[config.mk]
export PLATFORM = sky130hd
export DESIGN_NAME = pc_fetch_ctrl
export DESIGN_NICKNAME = d
export VERILOG_FILES = /design/src/rtl/pc_fetch_ctrl_pkg.sv /design/src/rtl/fetch_queue.sv /design/src/rtl/pc_fetch_ctrl.sv
export SDC_FILE = /design/constraint.sdc
export NUM_CORES = 1
export LEC_CHECK = 0
export CAP_MARGIN = 5
export CORE_MARGIN = 3
export CORE_UTILIZATION = 28
export DETAILED_ROUTE_END_ITERATION = 12
export GPL_ROUTABILITY_DRIVEN = 1
export PLACE_DENSITY = 0.52
export SLEW_MARGIN = 20
export SYNTH_ARGS = -nofsm -noshare
export SYNTH_HDL_FRONTEND = slang
export SYNTH_SLANG_ARGS = --single-unit
[constraint.sdc]
create_clock -name iClk -period 8.9 [get_ports iClk]
set_clock_uncertainty 0.05 [all_clocks]
set_input_delay 2.67 -clock iClk [delete_from_list [all_inputs] [get_ports iClk]]
set_output_delay 2.67 -clock iClk [all_outputs]
set_load 0.02 [all_outputs]
[src/rtl/pc_fetch_ctrl_pkg.sv]
// Shared types and constants for the fetch-stage controller and its queue.
package pc_fetch_ctrl_pkg;

    typedef enum logic [1:0] {
        RUN   = 2'd0,
        WAIT  = 2'd1,
        DRAIN = 2'd2
    } FetchState_t;

    localparam logic [31:0] PC_INCR = 32'd4;

    typedef enum logic [2:0] {
        ALU_TYPE    = 3'd0,
        LOAD_TYPE   = 3'd1,
        STORE_TYPE  = 3'd2,
        BRANCH_TYPE = 3'd3,
        JUMP_TYPE   = 3'd4,
        SYSTEM_TYPE = 3'd5
    } InstructionSubTypes;

    function automatic logic [31:0] align_pc(input logic [31:0] pc);
        return {pc[31:2], 2'b00};
    endfunction

endpackage

[src/rtl/fetch_queue.sv]
// Circular FIFO between fetch and decode; flush empties it in one cycle.
module fetch_queue #(
    parameter int unsigned DEPTH = 2,
    parameter int unsigned WIDTH = 64
) (
    input  logic                     clk,
    input  logic                     rst,
    input  logic                     push,
    input  logic                     pop,
    input  logic                     flush,
    input  logic [WIDTH-1:0]         wdata,
    output logic [WIDTH-1:0]         rdata,
    output logic [$clog2(DEPTH):0]   count,
    output logic                     full,
    output logic                     empty
);
    localparam int unsigned PW = $clog2(DEPTH);
    localparam int unsigned CW = PW + 1;
    localparam logic [CW-1:0] DEPTH_C = CW'(DEPTH);

    logic [WIDTH-1:0] mem [DEPTH];
    logic [PW-1:0]    wptr;
    logic [PW-1:0]    rptr;

    always_ff @(posedge clk) begin
        if (rst || flush) begin
            wptr  <= '0;
            rptr  <= '0;
            count <= '0;
        end else begin
            if (push) begin
                mem[wptr] <= wdata;
                wptr      <= wptr + PW'(1);
            end
            if (pop) begin
                rptr <= rptr + PW'(1);
            end
            unique case ({push, pop})
                2'b10:   count <= count + CW'(1);
                2'b01:   count <= count - CW'(1);
                default: count <= count;
            endcase
        end
    end

    assign rdata = mem[rptr];
    assign full  = (count == DEPTH_C);
    assign empty = (count == '0);

endmodule

[src/rtl/pc_fetch_ctrl.sv]
// Fetch controller: owns the PC, issues single-outstanding imem requests, queues fetched words.
// Optional FETCH_MISALIGN_CHECK_EN flags misaligned redirect targets and halts fetch until reset.
module pc_fetch_ctrl
    import pc_fetch_ctrl_pkg::*;
#(
    parameter logic [31:0] RESET_VECTOR = 32'h0000_0000,
    parameter int unsigned QDEPTH       = 2
) (
    input  logic        iClk,
    input  logic        iRst,
    input  logic        iRedirect,
    input  logic [31:0] iPCTarget,
    input  logic        iStall,
    output logic        oIMemReq,
    output logic [31:0] oIMemAddr,
    input  logic        iIMemValid,
    input  logic [31:0] iIMemData,
    output logic        oInstValid,
    output logic [31:0] oInst,
    output logic [31:0] oInstPC,
    input  logic        iDecodeReady,
    output logic        oMisalign
);
    localparam int unsigned CW = $clog2(QDEPTH) + 1;

    FetchState_t      state;
    logic [31:0]      pc;
    logic [31:0]      req_pc;
    logic [31:0]      target;
    logic             misalign;
    logic             issue;
    logic             push;
    logic             pop;
    logic [63:0]      q_rdata;
    logic [CW-1:0]    q_count;
    logic             q_full;
    logic             q_empty;

`ifdef FETCH_MISALIGN_CHECK_EN
    assign target = iPCTarget;

    // Sticky until reset; blocks all further issue.
    always_ff @(posedge iClk) begin
        if (iRst) begin
            misalign <= 1'b0;
        end else if (iRedirect && (iPCTarget[1:0] != 2'b00)) begin
            misalign <= 1'b1;
        end
    end
`else
    assign target   = align_pc(iPCTarget);
    assign misalign = 1'b0;
`endif

    // Free-slot rule: issue only while at least one queue entry is unclaimed.
    assign issue = !iRst && (state == RUN) && !iStall && !iRedirect &&
                   (q_count != CW'(QDEPTH)) && !misalign;
    assign push  = (state == WAIT) && iIMemValid && !iRedirect && !q_full;
    assign pop   = !q_empty && iDecodeReady && !iRedirect;

    always_ff @(posedge iClk) begin
        if (iRst) begin
            state  <= RUN;
            pc     <= RESET_VECTOR;
            req_pc <= RESET_VECTOR;
        end else if (iRedirect) begin
            pc <= target;
            // A response coinciding with the redirect is the one we would drain.
            if ((state != RUN) && !iIMemValid) begin
                state <= DRAIN;
            end else begin
                state <= RUN;
            end
        end else begin
            unique case (state)
                RUN: begin
                    if (issue) begin
                        req_pc <= pc;
                        pc     <= pc + PC_INCR;
                        state  <= WAIT;
                    end
                end
                WAIT, DRAIN: begin
                    if (iIMemValid) begin
                        state <= RUN;
                    end
                end
                default: state <= RUN;
            endcase
        end
    end

    fetch_queue #(
        .DEPTH (QDEPTH),
        .WIDTH (64)
    ) u_queue (
        .clk   (iClk),
        .rst   (iRst),
        .push  (push),
        .pop   (pop),
        .flush (iRedirect),
        .wdata ({iIMemData, req_pc}),
        .rdata (q_rdata),
        .count (q_count),
        .full  (q_full),
        .empty (q_empty)
    );

    assign oIMemReq   = issue;
    assign oIMemAddr  = pc;
    assign oInstValid = !q_empty;
    assign oInst      = q_empty ? 32'h0 : q_rdata[63:32];
    assign oInstPC    = q_empty ? 32'h0 : q_rdata[31:0];
    assign oMisalign  = misalign;

endmodule
# Yosys cells after proc, flatten, opt, wreduce, memory -nomap -nowiden
# Memory sizes are Yosys's and may differ from the RTL's. A register that Yosys moved wholly into a read port is not among the register bits.
# Index checks and enable logic that the tools add are counted.
[totals] mem_count=1 output_inout_bits=99 mem_bits_rw=128 regBits=70 word_cells=67 in_bits=70
[classes] n_reduce_logical=29 mux=16 bitwise=1 add_sub_neg=5 eq_ne=8
[mem_list] name="u_queue.mem" depth=2 width=64 rd=1 rd_ports_with_merged_regs=1 wr=1 line="fetch_queue.sv:21" text="logic [WIDTH-1:0] mem [DEPTH];"
[op_table] cell="2-to-1 mux 32 bit" count=5
[op_table] cell="adder 32 x 3 -> 32 bit, second input constant" count=1
[op_table] cell="logical AND 1 bit" count=10
[op_table] cell="2-to-1 mux 2 bit" count=4
[op_table] cell="one-hot mux 2 bit (2 select lines)" count=2
[op_table] cell="nonzero test 2 bit" count=4
[op_table] cell="== test 2 bit, second input constant" count=3
[op_table] cell="zero test 1 bit" count=6
[op_table] cell="!= test 3 bit, second input constant" count=2
[op_table] cell="AND reduction 2 bit" count=3
[op_table] cell="2-to-1 mux 1 bit" count=5
[op_table] cell="== test 2 x 1 -> 1 bit, second input constant" count=2
[op_table] cell="zero test 2 bit" count=2
[op_table] cell="OR reduction 2 bit" count=2
[op_table] cell="AND reduction 3 bit" count=1
[op_table] cell="adder 1 bit, second input constant" count=2
[op_table] cell="adder 2 x 1 -> 2 bit, second input constant" count=1
[op_table] cell="!= test 2 bit, second input constant" count=1
[op_table] cell="subtractor 2 x 1 -> 2 bit, second input constant" count=1
[op_table] cell="logical OR 1 bit" count=1
[op_table] cell="inverter 1 bit" count=1

# Logic depth before layout (Yosys ltp)
# Gate-level depths: netlist of run 1.
[logic_depth] ltp_word=8 mapped_depth=9 depth_no_buf=8

# By module
# A second synthesis of run 1 with hierarchy kept.
[unflattened] hier_cells=669 area_unflattened_um2=8275.4
[by_module_without_submodules] mod="fetch_queue" cells_per_inst=222 n_inst=1 area_per_inst_um2=4833.4 seq_area_each_um2=3943.8
[by_module_without_submodules] mod="pc_fetch_ctrl" cells_per_inst=447 n_inst=1 area_per_inst_um2=3442.1 seq_area_each_um2=1241.2

# Worst setup path after synthesis of run 1
# No wires, ideal clock.
[synth_path] path_kind="input -> register" startpoint="input port iRst" endpoint="memory u_queue.mem[1][10], enable pin" path_buffers=2 t_arrival_ns=7.634 setup_slack_ns=0.644 setup_ns=0.571 t_required_ns=8.279 path_stages=3 cell_sequence="clkbuf_1 -> clkbuf_1 -> nor3b_1"
[synth_between] elab_chain_len=3
[synth_lines] item="start: declaration" line="pc_fetch_ctrl.sv:10" text="input logic iRst,"
[synth_lines] item="logical OR 1 bit" line="fetch_queue.sv:26" text="if (rst || flush) begin"
[synth_lines] item="2-to-1 mux 1 bit" line="fetch_queue.sv:26"
[synth_lines] item="2-to-1 mux 1 bit (implied by the code)" line="fetch_queue.sv:32" text="mem[wptr] <= wdata;"
[synth_lines] item="end: declaration" line="fetch_queue.sv:21"
# Every way passes these cells.

# Worst setup path after layout of run 1
[layout_path] startpoint="input port iRedirect" endpoint="output port oIMemReq"
[layout_between] elab_chain_len=3
[layout_lines] item="start: declaration" line="pc_fetch_ctrl.sv:11" text="input logic iRedirect,"
[layout_lines] item="zero test 1 bit" line="pc_fetch_ctrl.sv:56" text="assign issue = !iRst && (state == RUN) && !iStall && !iRedirect &&"
[layout_lines] item="logical AND 1 bit (2 in a row)" line="pc_fetch_ctrl.sv:56"
[layout_lines] item="end: declaration" line="pc_fetch_ctrl.sv:14" text="output logic oIMemReq,"
# Every way passes these cells.

==> reports/metrics.yaml, run 1 <==
ys_types: 56
routed_via_density: 4.55
cts_hold_buf: 0
peakVddDrop_uv: 103
grt_pass1_wl_mm: 31.6
dieWidth_um: 174
final_max_slew_viol_count: 0
grt_max_degree: 69
areaGrowthSynthToFinish_pct: 32.3
clk_path_buf_depth: 2
hold_depth: 0
hp-class: "flip-flop to flip-flop"
synthTopCellsByArea: "edfxtp_1, dfxtp_1, mux2i_1"
cp.arrival_ns: 4.38
clock_latency_ns: 0.43
required_ns: 6.18
cts_resized: 0
port_buffers: 161
n_antenna_cell: 0
routed_wl_mm: 20.7
max_freq_mhz: 141
post-cts-setup-buffers: 0
overflow: 0
synth-seq-cells: 191
clock-root-buffer: "clkbuf_16"
num_vias: 5462
hpwlAfterDp_mm: 13.1
grt_usage_pct: 13.5
maxSlewHeadroom_pct: 45.7
power.density_nw_per_um2: 176
hold_viol: 0
drc: 0
final_layout_size_suffix_gt1_share_pct: 6.76
num_rows: 60
io_pins: 169
yosys.area.top_type: "edfxtp_1"
path_cells: "clkdlybuf4s50_1, nor4b_4, nand2_2, clkinv_1, clkdlybuf4s50_1"
syn_area_um2: 7900
drt_pass1_iterations: 5
numCtsBuffers: 17
die-area_um2: 30300
clock_sinks: 191
ys_warn_count: 0
cp_common_cell: "clkdlybuf4s50_1"
worst_path_largest_cell_delay_ns: 0.60
grt_pass1_vias: 5322
status: "complete, no violations"
critPathCaptureType: "output port"
fin_tns_setup_ns: 0
gp_congestion: 0.714
synth-edff-count: 124
clk_pin_slew_worst_paths_ns: 0.07
seq_area_frac_synth_pct: 64.1
synth_top_area_share_pct: 47.1
slowest_stage: "clkdlybuf4s50_1"
drtIter0Drc: 277
nets: 890
synth_ff_type: "edfxtp_1"
worstSetupStartpointType: "input pin"
syn_area_per_cell_um2: 11.9
tightest_slew_ns: 0.814
antenna_left: 0
antenna_found_initial: 0
finalCritPeriodShare_pct: 79.8
min_period_ns: 7.10
p_leak_nw: 3.39
crit_type: "input pin to output port"
die_h_um: 174
syn-instance-count: 666
finish.utilization_pct: 38.3
wire_per_inst_um: 17.2
core_um2: 27300
setup_viol: 0
cts_tree: "yes"
critical_path.max_fanout: 5
h-tree-depth: 4
rr_worst_depth: 8
max_cap_viol_count: 0
rsz0062_at_grt: "false"
async_flop_share_pct: 0
start_util_pct: 28.9
-- logic make-up after synthesis --
group           synth area share, %
buf+inv                        3.23
xor+xnor                       2.00
mux                            7.98
fa+ha+maj                     0.634
simple gates                   15.3
other cells                  0.0475
compound gates                 6.65
flops                          64.1
-- registers in the layout (all words and copies together) (netlist names), named ones only --
signal,cells
u_queue.mem,124
oIMemAddr,30
req_pc,30
state,2
u_queue.count,2
u_queue.rptr,1
u_queue.wptr,1
-- routing by layer --
layer,track usage [%],vias to the layer above,routed length (µm)
met5,0,-,0
met4,2.98,0,131
met3,3.80,9,1080
met2,21.2,150,9600
met1,18.5,2610,9840
li1,-,2693,-
-- layout make-up --
class	count	area, µm²
Clock buffer	20	437
Clock inverter	12	133
Fill cell	2723	16900
Inverter	13	48.8
Multi-Input combinational cell	421	2610
Sequential cell	191	5070
Tap cell	372	465
Timing Repair Buffer	172	1690
-- cells in the mapped netlist, drive strengths merged (3+ instances only) --
cell / count
a211oi: 6
or3: 5
nand2: 72
ha: 4
edfxtp: 124
nand3: 14
and4: 3
o21ai: 16
and2: 5
a21oi: 31
xor2: 8
nand4: 10
and3: 4
buf: 19
nand3b: 21
nor3: 8
mux2i: 63
clkbuf: 26
xnor2: 10
o22ai: 6
dfxtp: 67
inv: 12
a31oi: 11
nor4: 6
nor2: 88
-- final timing paths --
path	start	end	slack, ns
worst max-delay path	iRedirect	oIMemReq	1.80
worst min register to register	req_pc[8]	u_queue.mem[0][8]	0.40
worst max register to register	state[1]	oIMemAddr[9]	6.54
worst min-delay path	req_pc[8]	u_queue.mem[0][8]	0.40
-- where the power goes --
part	switching (W)	leakage (nW)	internal, W
registers	0.0000195	1.67	0.000952
logic	0.0000568	1.44	0.0000592
clock network	0.000337	0.284	0.000417
total	0.000414	3.39	0.00143
-- cell usage in the layout (no fill, tap or decap), drive strengths merged, types with 16 or more instances in the layout --
cell	n
nor2	88
nand3b	21
nand2	72
a21oi	31
mux2i	63
dfxtp	67
inv	18
clkdlybuf4s50	160
o21ai	16
edfxtp	124
clkbuf	20
-- critical path, delay by kind of cell --
family	cells	cell delay (ns)
AND/OR/NAND/NOR	2	0.56
buffers and inverters	3	1.14
-- stage by stage --
| stage | instances | hold WS, ns | power (W) | setup slack [ns] | instance area [µm²] |
|---|---|---|---|---|---|
| after floorplan | 670 | 0.375 | 0.00104 | 0.644 | 7920 |
| after detailed placement | 1169 | 0.390 | 0.00111 | 1.79 | 9880 |
| after CTS | 1201 | 0.405 | 0.00187 | 1.79 | 10500 |
| final | 1201 | 0.398 | 0.00184 | 1.80 | 10500 |
| after global placement | 1169 | 0.382 | 0.00111 | 1.81 | 9880 |
| after global routing | 1201 | 0.409 | 0.00192 | 1.71 | 10500 |
No activity file was read; power rests on OpenSTA's default activity.
==> run 2: changes to the inputs <==
PLACE_DENSITY = 0.54   (was 0.52)
clock period = 5.88 ns   (was 8.9 ns; I/O delays follow)
==> reports/metrics.yaml, run 2 (same netlist as run 1, synthesis figures left out) <==
die-area_um2: 30300
route.met3.wl_mm: 1.12
hpwlAfterDp_mm: 13.7
core_um2: 27300
areaGrowthSynthToFinish_pct: 33.6
path_cells: "clkdlybuf4s50_1, nor4b_4, nand2_2, clkinv_1, clkdlybuf4s50_1"
gp_congestion: 0.715
finalCritPeriodShare_pct: 91.9
dp_cells: 1173
largest_register: "u_queue.mem"
clk_path_buf_depth: 2
drc: 0
drt_pass1_iterations: 4
peakVddDrop_uv: 193
fin_area_um2: 10600
final_layout_size_suffix_gt1_share_pct: 7.32
final_max_slew_viol_count: 0
final_cells: 1205
clk_pin_slew_worst_paths_ns: 0.07
cp_common_cell: "clkdlybuf4s50_1"
h-tree-depth: 4
p_leak_nw: 3.43
max_freq_mhz: 185
max_cap_viol_count: 0
worst_path_largest_cell_delay_ns: 0.61
reg2reg_slack_ns: 3.38
grt_max_degree: 69
hp-class: "flip-flop to flip-flop"
critPathCaptureType: "output port"
required_ns: 4.07
final_common_cell: "clkdlybuf4s50_1"
worstSetupStartpointType: "input pin"
crit_type: "input pin to output port"
num_vias: 5524
clock-root-buffer: "clkbuf_16"
routed_wl_mm: 20.6
nets: 894
cp.arrival_ns: 3.59
cts_resized: 0
n_antenna_cell: 0
io_pins: 169
overflow: 0
grt_pass1_wl_mm: 31.4
grt_usage_pct: 13.4
largest_reg_flops: 124
routed_via_density: 4.58
hold_viol: 0
cts_tree: "yes"
die_h_um: 174
whs_ns: 0.400
fin_tns_setup_ns: 0
dr.max_layer_used: "met4"
wl_met1_mm: 9.82
final_cell_mix: "clkdlybuf4s50_1, edfxtp_1, nor2_1"
critPathTopFamily: "buffers and inverters"
drtIter0Drc: 264
clock_latency_ns: 0.42
port_buffers: 161
dieWidth_um: 174
fin_ws_ns: 0.476
wire_per_inst_um: 17.1
min_period_ns: 5.40
cp_num_buf_inv: 3
grt_pass1_vias: 5372
cts_hold_buf: 0
critical_path.max_fanout: 5
start_util_pct: 28.9
place_ws_ns: 0.487
wl_met2_mm: 9.43
power.density_nw_per_um2: 269
tightest_slew_ns: 0.761
status: "complete, no violations"
rsz0062_at_grt: "false"
post-cts-setup-buffers: 0
numCtsBuffers: 17
clock_sinks: 191
num_rows: 60
setup_viol: 0
slowest_stage: "clkdlybuf4s50_1"
placed_area_um2: 9940
maxSlewHeadroom_pct: 49.3
antenna_left: 0
antenna_found_initial: 0
==> run 2: cell count changes in the layout (fill, tap and decap cells not counted), sizes merged <==
cell | previous run | this run
buf | 12 | 16
clkbuf | 20 | 21
clkinvlp | 0 | 3
inv | 18 | 14
==> run 2: per-layer routing <==
layer	global-route usage, %	vias to the layer above
met4	3.12	0
met3	3.63	16
met2	21.1	160
met1	18.6	2651
li1	-	2697
met5	0	-
==> run 2: report_power, final <==
part / internal (W) / switching, W / total, W
Sequential: 0.00144 / 0.0000295 / 0.00147
Combinational: 0.0000902 / 0.0000885 / 0.000179
Clock: 0.000688 / 0.000500 / 0.00119
==> run 2: worst paths after layout <==
path | from | depth (start not counted) | endpoint
setup / recovery | iRedirect | 5 | oIMemReq
hold / removal | req_pc[28] | 0 | u_queue.mem[1][28]
setup reg to reg | u_queue.count[0] | 4 | u_queue.mem[0][43]
hold reg to reg | req_pc[28] | 0 | u_queue.mem[1][28]
==> run 2: final cells by class <==
cell class,count,area (µm²)
clock buffers,21,492
clock inverters,11,125
fillers,2696,16800
inverters,13,48.8
multi-input cells,421,2630
flip-flops and latches,191,5070
well taps,372,465
repair buffers,176,1730
==> run 2: through the flow <==
step,power (W),utilization (%)
2_1_floorplan,0.00157,-
3_3_place_gp,0.00168,36.4
3_5_place_dp,0.00168,36.4
4_1_cts,0.00287,38.6
5_1_grt,0.00295,38.6
6_report,0.00284,38.6
==> run 2: worst reg2reg max path, stage by stage (launching register included) <==
cell and delay [ns]:
dfxtp_1 0.44, nand2b_1 0.29, nand4_1 0.34, nor3_4 0.67
buf_4 0.38
==> run 3: changes to the inputs <==
CORE_UTILIZATION = 46   (was 28)
PLACE_DENSITY = 0.79   (was 0.54)
==> reports/metrics.yaml, run 3 (same netlist as run 1, synthesis figures left out) <==
cp_common_cell: "clkdlybuf4s50_1"
final_cell_mix: "clkdlybuf4s50_1, edfxtp_1, nor2_1"
num_vias: 5553
reg2reg_from: "u_queue.count[0]"
cts_hold_buf: 0
maxSlewHeadroom_pct: 33.0
dp_cells: 1016
drc: 0
routed_wl_mm: 17.3
h-tree-depth: 4
drt_pass1_iterations: 5
rr_endpoint: "u_queue.count[1]"
min_period_ns: 5.28
clock_sinks: 191
final_cells: 1049
grt_pass1_vias: 5262
hpwlAfterDp_mm: 11.0
fin_tns_setup_ns: 0
slowest_stage: "clkdlybuf4s50_1"
hold_viol: 0
fin_area_um2: 10400
min_to: "u_queue.mem[0][28]"
clk_pin_slew_worst_paths_ns: 0.07
cts_resized: 0
tightest_slew_ns: 1.00
start_util_pct: 47.3
grt_usage_pct: 18.7
hp-class: "flip-flop to flip-flop"
clk_path_buf_depth: 2
rr_worst_depth: 7
antenna_found_initial: 0
peakVddDrop_uv: 214
final_max_slew_viol_count: 0
wire_per_inst_um: 16.5
cp.arrival_ns: 3.47
antenna_left: 0
dieWidth_um: 137
max_cap_viol_count: 0
num_rows: 47
gp_congestion: 0.793
grt_pass1_wl_mm: 27.3
placed_area_um2: 9700
clock-root-buffer: "clkbuf_16"
finalCritPeriodShare_pct: 89.8
setup_viol: 0
core_um2: 16700
max_freq_mhz: 189
die_h_um: 137
worst_path_largest_cell_delay_ns: 0.61
port_buffers: 161
drtIter0Drc: 477
required_ns: 4.07
status: "complete, no violations"
final_layout_size_suffix_gt1_share_pct: 6.88
nets: 890
largest_register: "u_queue.mem"
final_common_cell: "clkdlybuf4s50_1"
reg2reg_slack_ns: 3.42
crit_type: "input pin to output port"
routed_via_density: 5.29
numCtsBuffers: 17
whs_ns: 0.407
worstSetupStartpointType: "input pin"
post-cts-setup-buffers: 0
n_antenna_cell: 0
clock_latency_ns: 0.42
p_leak_nw: 3.43
path_cells: "clkdlybuf4s50_1, nor4b_4, nand2_2, clkinv_1, clkdlybuf4s50_1"
die-area_um2: 18800
totalPowerFinal_w: 0.00283
worstHoldStart: "req_pc[28]"
rsz0062_at_grt: "false"
grt_max_degree: 69
power.density_nw_per_um2: 273
cts_tree: "yes"
hold_depth: 0
overflow: 0
io_pins: 169
critPathCaptureType: "output port"
largest_reg_flops: 124
areaGrowthSynthToFinish_pct: 31.1
critical_path.max_fanout: 5
==> run 3: power by group <==
group          leakage [nW]  internal (W)  total (W)  switching (W)
Clock                 0.308      0.000721    0.00119       0.000467
Sequential             1.67       0.00144    0.00147      0.0000290
Combinational          1.45     0.0000895   0.000173      0.0000837
Total                  3.43       0.00225    0.00283       0.000579
==> run 3: area by class of cell <==
cell class              instances  area (µm²)
flip-flops and latches        191        5070
clock inverters                 7        93.8
multi-input cells             421        2630
clock buffers                  25         533
fillers                      1346        6340
well taps                     220         275
repair buffers                172        1710
inverters                      13        48.8
==> run 3: stage by stage <==
stage               util [%]  worst slack, ns
floorplan                  -            0.736
global placement        58.1            0.621
detailed placement      58.1            0.609
CTS                     61.8            0.610
global route            62.0            0.510
finish                  62.0            0.601
==> run 3: how the worst max path moves through the flow <==
stage / start / endpoint / slack (ns) / cells after the start
after detailed placement: iRedirect / oIMemReq / 0.61 / 5
after CTS: iRedirect / oIMemReq / 0.61 / 5
after global routing: iRedirect / oIMemReq / 0.51 / 5
after global placement: iRedirect / oIMemReq / 0.62 / 5
after floorplan: iRst / u_queue.mem[1][10] / 0.74 / 3
final: iRedirect / oIMemReq / 0.60 / 5
==> run 3: metal layers <==
layer	up-vias	track usage, %	wire, µm
met4	0	5.65	248
li1	2697	-	-
met3	23	4.93	1270
met2	220	28.7	7960
met5	-	0	0
met1	2613	26.2	7790
==> run 3: worst max-delay path, delay by kind of cell <==
kind | cells | cell delay, ns
simple gates | 2 | 0.57
buf+inv | 3 | 1.14
